**config.mk**
```make
export PLATFORM = sky130hd
export DESIGN_NAME = uart_frame_rx
export DESIGN_NICKNAME = d
export VERILOG_FILES = /design/src/rtl/uart_frame_rx.sv
export SDC_FILE = /design/constraint.sdc
export NUM_CORES = 1
export LEC_CHECK = 0
export CAP_MARGIN = 20
export CORE_UTILIZATION = 45
export DETAILED_ROUTE_END_ITERATION = 7
export DONT_BUFFER_PORTS = 1
export PLACE_DENSITY = 0.59
export SLEW_MARGIN = 40
export SYNTH_ARGS = -nofsm -noshare
export SYNTH_HDL_FRONTEND = slang
export SYNTH_SLANG_ARGS = --single-unit
```
**constraint.sdc**
```tcl
create_clock -name clk -period 4.5 [get_ports clk]
set_input_delay 0.675 -clock clk [delete_from_list [all_inputs] [get_ports clk]]
set_output_delay 0.675 -clock clk [all_outputs]
set_load 0.01 [all_outputs]
```
**src/rtl/uart_frame_rx.sv**
```systemverilog
// uart_frame_rx: 8N1 serial receiver that deserialises rx into words and counts them against word_number.
// Latency: ready is registered one clk after the mid-stop sample edge (sample reg + output reg).
// Backpressure: none; words are pulsed out and must be taken in the ready cycle.
// Optional feature macro: UART_FRAME_RX_PARITY_EN adds an even-parity bit and a parity_error output.
module uart_frame_rx #(
    parameter int WORD_WIDTH   = 8,
    parameter int WN_BITS      = 4,
    parameter int CLKS_PER_BIT = 16
) (
    input  logic                  clk,
    input  logic                  reset,
    input  logic                  rx,
    input  logic                  rx_enable,
    input  logic [WN_BITS-1:0]    word_number,
    output logic                  uart_master_write_ready,
    output logic [WORD_WIDTH-1:0] uart_master_data,
    output logic                  uart_master_write_stop,
`ifdef UART_FRAME_RX_PARITY_EN
    output logic                  parity_error,
`endif
    output logic                  frame_error
);
    localparam int TW = $clog2(CLKS_PER_BIT);
    localparam int IW = $clog2(WORD_WIDTH);

    localparam logic [TW-1:0] T_HALF = TW'(CLKS_PER_BIT / 2 - 1);
    localparam logic [TW-1:0] T_FULL = TW'(CLKS_PER_BIT - 1);
    localparam logic [IW-1:0] I_LAST = IW'(WORD_WIDTH - 1);

    localparam logic [2:0] S_IDLE      = 3'd0;
    localparam logic [2:0] S_START     = 3'd1;
    localparam logic [2:0] S_DATA      = 3'd2;
    localparam logic [2:0] S_STOP      = 3'd3;
    localparam logic [2:0] S_WAIT_IDLE = 3'd4;
`ifdef UART_FRAME_RX_PARITY_EN
    localparam logic [2:0] S_PARITY    = 3'd5;
    logic                  par_q;
`endif

    logic                  rx_meta;
    logic                  rx_s;
    logic [2:0]            state;
    logic [TW-1:0]         tmr;
    logic [IW-1:0]         bit_idx;
    logic [WORD_WIDTH-1:0] shift_q;
    logic                  done_q;
    logic                  stop_ok_q;
    logic [WN_BITS-1:0]    cnt;
    logic [WN_BITS-1:0]    cnt_next;
    logic [WN_BITS-1:0]    wn_q;

    assign cnt_next = cnt + 1'b1;

    // Two-flop synchroniser for the asynchronous serial line; idles high.
    always_ff @(posedge clk) begin
        if (reset) begin
            rx_meta <= 1'b1;
            rx_s    <= 1'b1;
        end else begin
            rx_meta <= rx;
            rx_s    <= rx_meta;
        end
    end

    // Frame FSM: bit timing, data shifting and mid-stop sampling.
    always_ff @(posedge clk) begin
        if (reset || !rx_enable) begin
            state   <= S_IDLE;
            tmr     <= '0;
            bit_idx <= '0;
            done_q  <= 1'b0;
        end else begin
            done_q <= 1'b0;
            tmr    <= tmr + 1'b1;
            case (state)
                S_IDLE: begin
                    tmr <= '0;
                    if (!rx_s) state <= S_START;
                end
                S_START: begin
                    if (tmr == T_HALF) begin
                        tmr     <= '0;
                        bit_idx <= '0;
                        // A start bit that is gone by mid-bit was a glitch.
                        state   <= rx_s ? S_IDLE : S_DATA;
                    end
                end
                S_DATA: begin
                    if (tmr == T_FULL) begin
                        tmr     <= '0;
                        shift_q <= {rx_s, shift_q[WORD_WIDTH-1:1]};
                        bit_idx <= bit_idx + 1'b1;
                        if (bit_idx == I_LAST) begin
`ifdef UART_FRAME_RX_PARITY_EN
                            state <= S_PARITY;
`else
                            state <= S_STOP;
`endif
                        end
                    end
                end
`ifdef UART_FRAME_RX_PARITY_EN
                S_PARITY: begin
                    if (tmr == T_FULL) begin
                        tmr   <= '0;
                        par_q <= rx_s;
                        state <= S_STOP;
                    end
                end
`endif
                S_STOP: begin
                    if (tmr == T_FULL) begin
                        tmr       <= '0;
                        done_q    <= 1'b1;
                        stop_ok_q <= rx_s;
                        // Going straight to IDLE lets a back-to-back start bit be caught.
                        state     <= rx_s ? S_IDLE : S_WAIT_IDLE;
                    end
                end
                S_WAIT_IDLE: begin
                    tmr <= '0;
                    if (rx_s) state <= S_IDLE;
                end
                default: begin
                    tmr   <= '0;
                    state <= S_IDLE;
                end
            endcase
        end
    end

    // Output register: word delivery, transfer word counting and error pulses.
    always_ff @(posedge clk) begin
        if (reset) begin
            uart_master_write_ready <= 1'b0;
            uart_master_write_stop  <= 1'b0;
            uart_master_data        <= '0;
            frame_error             <= 1'b0;
            cnt                     <= '0;
            wn_q                    <= '0;
`ifdef UART_FRAME_RX_PARITY_EN
            parity_error            <= 1'b0;
`endif
        end else begin
            uart_master_write_ready <= 1'b0;
            uart_master_write_stop  <= 1'b0;
            frame_error             <= 1'b0;
`ifdef UART_FRAME_RX_PARITY_EN
            parity_error            <= 1'b0;
`endif
            if (!rx_enable) begin
                cnt <= '0;
            end else begin
                // Transfer length is captured only as the first frame of a transfer starts.
                if (state == S_IDLE && !rx_s && cnt == '0) wn_q <= word_number;
                if (done_q) begin
                    if (stop_ok_q) begin
                        uart_master_write_ready <= 1'b1;
                        uart_master_data        <= shift_q;
`ifdef UART_FRAME_RX_PARITY_EN
                        parity_error            <= (^shift_q) ^ par_q;
`endif
                        if (wn_q != '0 && cnt_next == wn_q) begin
                            uart_master_write_stop <= 1'b1;
                            cnt                    <= '0;
                        end else begin
                            cnt <= cnt_next;
                        end
                    end else begin
                        frame_error <= 1'b1;
                    end
                end
            end
        end
    end
endmodule

```
---- After elaboration in Yosys (flattened, before gate mapping) ----
Index checks and enable logic that the tools add are counted.
word-level totals
  flip-flop bits (word level) ............. 41
  input port bits ......................... 8
  logic and storage cells ................. 78
cells by class
  add/sub/neg operators ................... 3
  equality and inequality tests ........... 14
  mux-type cells .......................... 20
  bitwise gates (word level) .............. 5
  reduce and logical (&&, ||, !) cells .... 22
operators by type and width
  operator             count
  $mux 3               9
  $pmux 3 s5           1
  $mux 4               3
  $ne 2x2->1 const B   6
  $reduce_and 3->1     4
  $add 4x1->4 const B  2
  $pmux 4 s2           1
  $eq 3x2->1 const B   2
  $eq 3x3->1 const B   2
  $pmux 3 s2           1
  $reduce_and 6->1     1
  $reduce_or 2->1      3
  $not 1->1            5
  $eq 4x3->1 const B   1
  $eq 4x4->1           1
  $eq 4x4->1 const B   1
  $logic_not 4->1      1
  $mux 1               4
  $reduce_and 2->1     2
  $reduce_bool 4->1    1
  $reduce_or 4->1      1
  $add 3x1->3 const B  1
  $eq 3x1->1 const B   1
  $logic_and 1x1->1    3
  other kinds (6)      7

---- Depth between registers and ports, before layout ----
  depth after elaboration ................. 4
  depth in mapped cells ................... 7
  mapped depth without buffers ............ 7

---- Least setup slack after synthesis ----
OpenSTA, ideal clock, no wires.
  path kind ............................... input to register
  from .................................... input reset
  to ...................................... register shift_q[0] (enable)
  library setup time ...................... 0.395 ns
  arrival time ............................ 1.824 ns
  data required time ...................... 4.105 ns
  setup slack ............................. 2.281 ns
  stages on the path ...................... 3
  buffers on the path ..................... 1
  path through ............................ nand2b_1 -> buf_6 -> nor4_1
between the ends
  longest elaborated chain between the ends .. 3
RTL lines
  what                               line  RTL
  start: declaration                 11    input logic reset,
  $logic_or 1x1->1                   67    if (reset || !rx_enable) begin
  $not 1->1 (no source line)         -
  $reduce_and 3->1 (no source line)  -
  end signal: assignment             91    shift_q <= {rx_s, shift_q[WORD_WIDTH-1:1]};
  end: declaration                   45    logic [WORD_WIDTH-1:0] shift_q;
Every way passes these cells.
A chain may end at the register's enable or synchronous reset.

---- Worst setup path in the final report ----
  from .................................... register cnt[0]
  to ...................................... register cnt[1]
between the ends
  longest elaborated chain between the ends .. 4
RTL lines
  what                      line  RTL
  start: declaration        48    logic [WN_BITS-1:0] cnt;
  start signal: assignment  167   cnt <= cnt_next;
  $add 4x1->4 *             52    assign cnt_next = cnt + 1'b1;
  $eq 4x4->1                163   if (wn_q != '0 && cnt_next == wn_q) begin
  $logic_and 1x1->1         163
  $mux 4 *                  163
Mark *: on every way between the ends. The rest lies on a longest branch, timed or not.

==> impl_metrics.py <==
metrics = {
    "logic_synthesis": {
        "syn_avg_cell_area_um2": 10.9,
        "synth_top_cell_area_share_pct": 38.1,
        "synth_area_mm2": 0.00168,
        "ys_types": 33,
        "synth_edf_count": 9,
        "yosysWarnings": 0,
        "ys_seq_area_share_pct": 54.2,
        "synthMuxAreaShare_pct": 8.94,
        "synth_top_family_by_area": "simple AND/OR/NAND/NOR gates",
        "async_flop_share_pct": 0,
        "syn_nets": 167,
        "synth_area_leaders": "dfxtp_1, edfxtp_1, mux2i_1",
        "synth_xor_area_share_pct": 4.54,
        "synth-simple-area-share_pct": 17.6,
        "synth-compound-area-share_pct": 6.48,
        "synth_ff_type": "dfxtp_1",
        "ys_ff_latch": 41,
        "synth_largest_area_cell": "dfxtp_1",
        "synth_fa_ha_area_share_pct": 3.72,
        "postSynthCellCount": 154,
    },
    "timing": {
        "setup_tns_ns": 0,
        "min_period_ns": 1.76,
        "drv_slew": 0,
        "slew_headroom_pct": 56.8,
        "finalCritPeriodShare_pct": 39.0,
        "finClkSkew_ns": 0.00870,
        "setup-violations-final": 0,
        "rsz0062_at_grt": "no",
        "finalHoldViolCount": 0,
        "fmax_mhz": 569,
        "worst_pin_slew_ns": 0.649,
    },
    "die": {
        "rows": 21,
        "initial_utilization_pct": 48.4,
        "dieWidth_um": 63.1,
        "die_area_mm2": 0.00398,
        "ios": 19,
        "die_y_um": 63.1,
        "core_area_mm2": 0.00347,
    },
    "final_layout": {
        "final_layout_size_suffix_gt1_share_pct": 7.64,
        "layout_commonest_cell": "dfxtp_1",
        "final_cell_mix": "dfxtp_1, nor2_1, mux2i_1",
        "diodes": 0,
        "final_cells": 203,
        "filler_cell_count": 323,
        "nets": 169,
        "synthToLayoutAreaGrowth_pct": 6.03,
    },
    "detailed_routing": {
        "drcViolationCount": 0,
        "via_per_inst": 5.37,
        "num_vias": 1090,
        "routedWlPerCell_um": 13.6,
        "ant_nets": 0,
        "drtPass1Iterations": 4,
        "wl_um": 2760,
        "drtIter0Drc": 42,
    },
    "hold_path": {
        "hold-path-cell-count": 1,
        "holdCritStartpoint": "rx_meta$_SDFF_PP1_",
        "worstHoldEndpoint": "rx_s$_SDFF_PP1_",
        "hold_class": "flop to flop",
    },
    "placed_design": {
        "dpl.hpwl_um": 1970,
        "place_congestion": 0.800,
        "dp_cells": 195,
        "io_buffers": 0,
    },
    "pwr": {
        "power.leakage_nw": 0.699,
        "vdd_drop_max_uv": 194,
        "power.density_mw_per_mm2": 356,
    },
    "grt": {
        "antenna_found_initial": 0,
        "grt_overflow": 0,
        "grt_pass1_wl_um": 4910,
        "grt_usage_pct": 16.2,
        "grt_pass1_vias": 1111,
        "grt_max_degree": 18,
    },
    "critical_path": {
        "rr_worst_depth": 7,
        "crit_path_max_fanout": 7,
        "cp-startpoint": "cnt[0]$_SDFFE_PP0P_",
        "worstPathRequired_ns": 4.65,
        "path_class": "flop to flop",
        "regToRegEndpoint": "cnt[1]$_SDFFE_PP0P_",
        "cp-end-kind": "flop",
        "arrival_ns": 1.90,
        "reg2reg_from": "cnt[0]$_SDFFE_PP0P_",
        "reg2reg_slack_ns": 2.74,
        "critical_path.startpoint_type": "flop",
    },
    "clock_network": {
        "clk_pin_slew_ns": 0.08,
        "post_cts_resized": 0,
        "clk_path_buf_depth": 2,
        "cts_setup_buffers": 0,
        "ctsHoldBuffers": 0,
        "cts_root_buf": "clkbuf_8",
        "cts_max_level": 2,
        "clock_sinks": 41,
        "cts_tree": "built",
        "clock_latency_ns": 0.29,
        "cts_inserted_buffers": 5,
    },
    "job": {
        "maxCapViolCount": 0,
    },
    "run_status": {
        "status": "finished, final reports clean",
    },
}
==> synth_stat cells, types with 4 or more instances <==
cell type   n
dfxtp_1    32
nor2_1     24
mux2i_1    15
edfxtp_1    9
nor3_1      7
a21oi_1     6
ha_1        5
nand2_1     5
nor3b_1     5
inv_1       4
nand3_1     4
xnor2_1     4
==> worst max-delay path by stage <==
stage / to / slack [ns] / cells past startpoint
after floorplan: shift_q[0]$_DFFE_PP_ / 2.28 / 3
after global placement: shift_q[0]$_DFFE_PP_ / 2.53 / 3
after detailed placement: shift_q[1]$_DFFE_PP_ / 2.52 / 3
after CTS: cnt[1]$_SDFFE_PP0P_ / 2.74 / 7
after global routing: cnt[1]$_SDFFE_PP0P_ / 2.60 / 7
final: cnt[1]$_SDFFE_PP0P_ / 2.74 / 7
==> critical path, cell delays in order (launching register included) <==
cell,delay [ns]
dfxtp_1,0.47
inv_1,0.08
ha_1,0.32
xor2_1,0.15
nor2_1,0.20
nand3_1,0.19
nand4_1,0.13
a21oi_1,0.08
==> metal layers <==
layer / vias up / GRT usage [%] / wire length, um
li1: 549 / - / -
met1: 511 / 19.2 / 1330
met2: 23 / 25.8 / 1260
met3: 7 / 5.43 / 112
met4: 0 / 8.72 / 60
met5: - / 0 / 0
==> where the power goes <==
group	leakage (nW)	internal, mW	switching, mW
clock network	0.0512	0.124	0.123
logic	0.309	0.00407	0.00569
registers	0.339	0.376	0.00183
total	0.699	0.504	0.130
==> metrics by stage <==
step                utilization [%]  setup slack (ns)  hold slack [ns]  total power, mW  cell area [um^2]
global placement               48.6              2.53            0.410            0.396              1690
detailed placement             48.6              2.52            0.400            0.396              1690
floorplan                         -              2.28            0.389            0.396              1680
CTS                            51.4              2.74            0.433            0.643              1780
global route                   51.4              2.60            0.421            0.660              1780
finish                         51.4              2.74            0.433            0.634              1780
==> cell families (layout without fill, tap and decap cells) <==
family	after synthesis	count (layout)
simple gates	59	59
flops	41	41
compound gates	17	17
mux	15	15
buf+inv	10	13
xor+xnor	7	7
fa+ha+maj	5	5
==> registers in the layout, summed over array words and instances (netlist names) <==
name	count
state	3
wn_q	4
shift_q	8
bit_idx	3
frame_error	1
uart_master_write_ready	1
rx_meta	1
tmr	4
done_q	1
cnt	4
stop_ok_q	1
uart_master_data	8
uart_master_write_stop	1
rx_s	1
==> final cells by class <==
cell class                      count  area, um^2  share of cell area [%]
Clock buffer                        6        82.6                    4.63
Inverter                            4        15.0                   0.843
Timing Repair Buffer                1        7.51                   0.421
Clock inverter                      2        13.8                   0.772
Sequential cell                    41         911                    51.1
Tap cell                           46        57.6                    3.23
Multi-Input combinational cell    103         694                    39.0
Note: power is estimated with default switching activity, not from simulation.
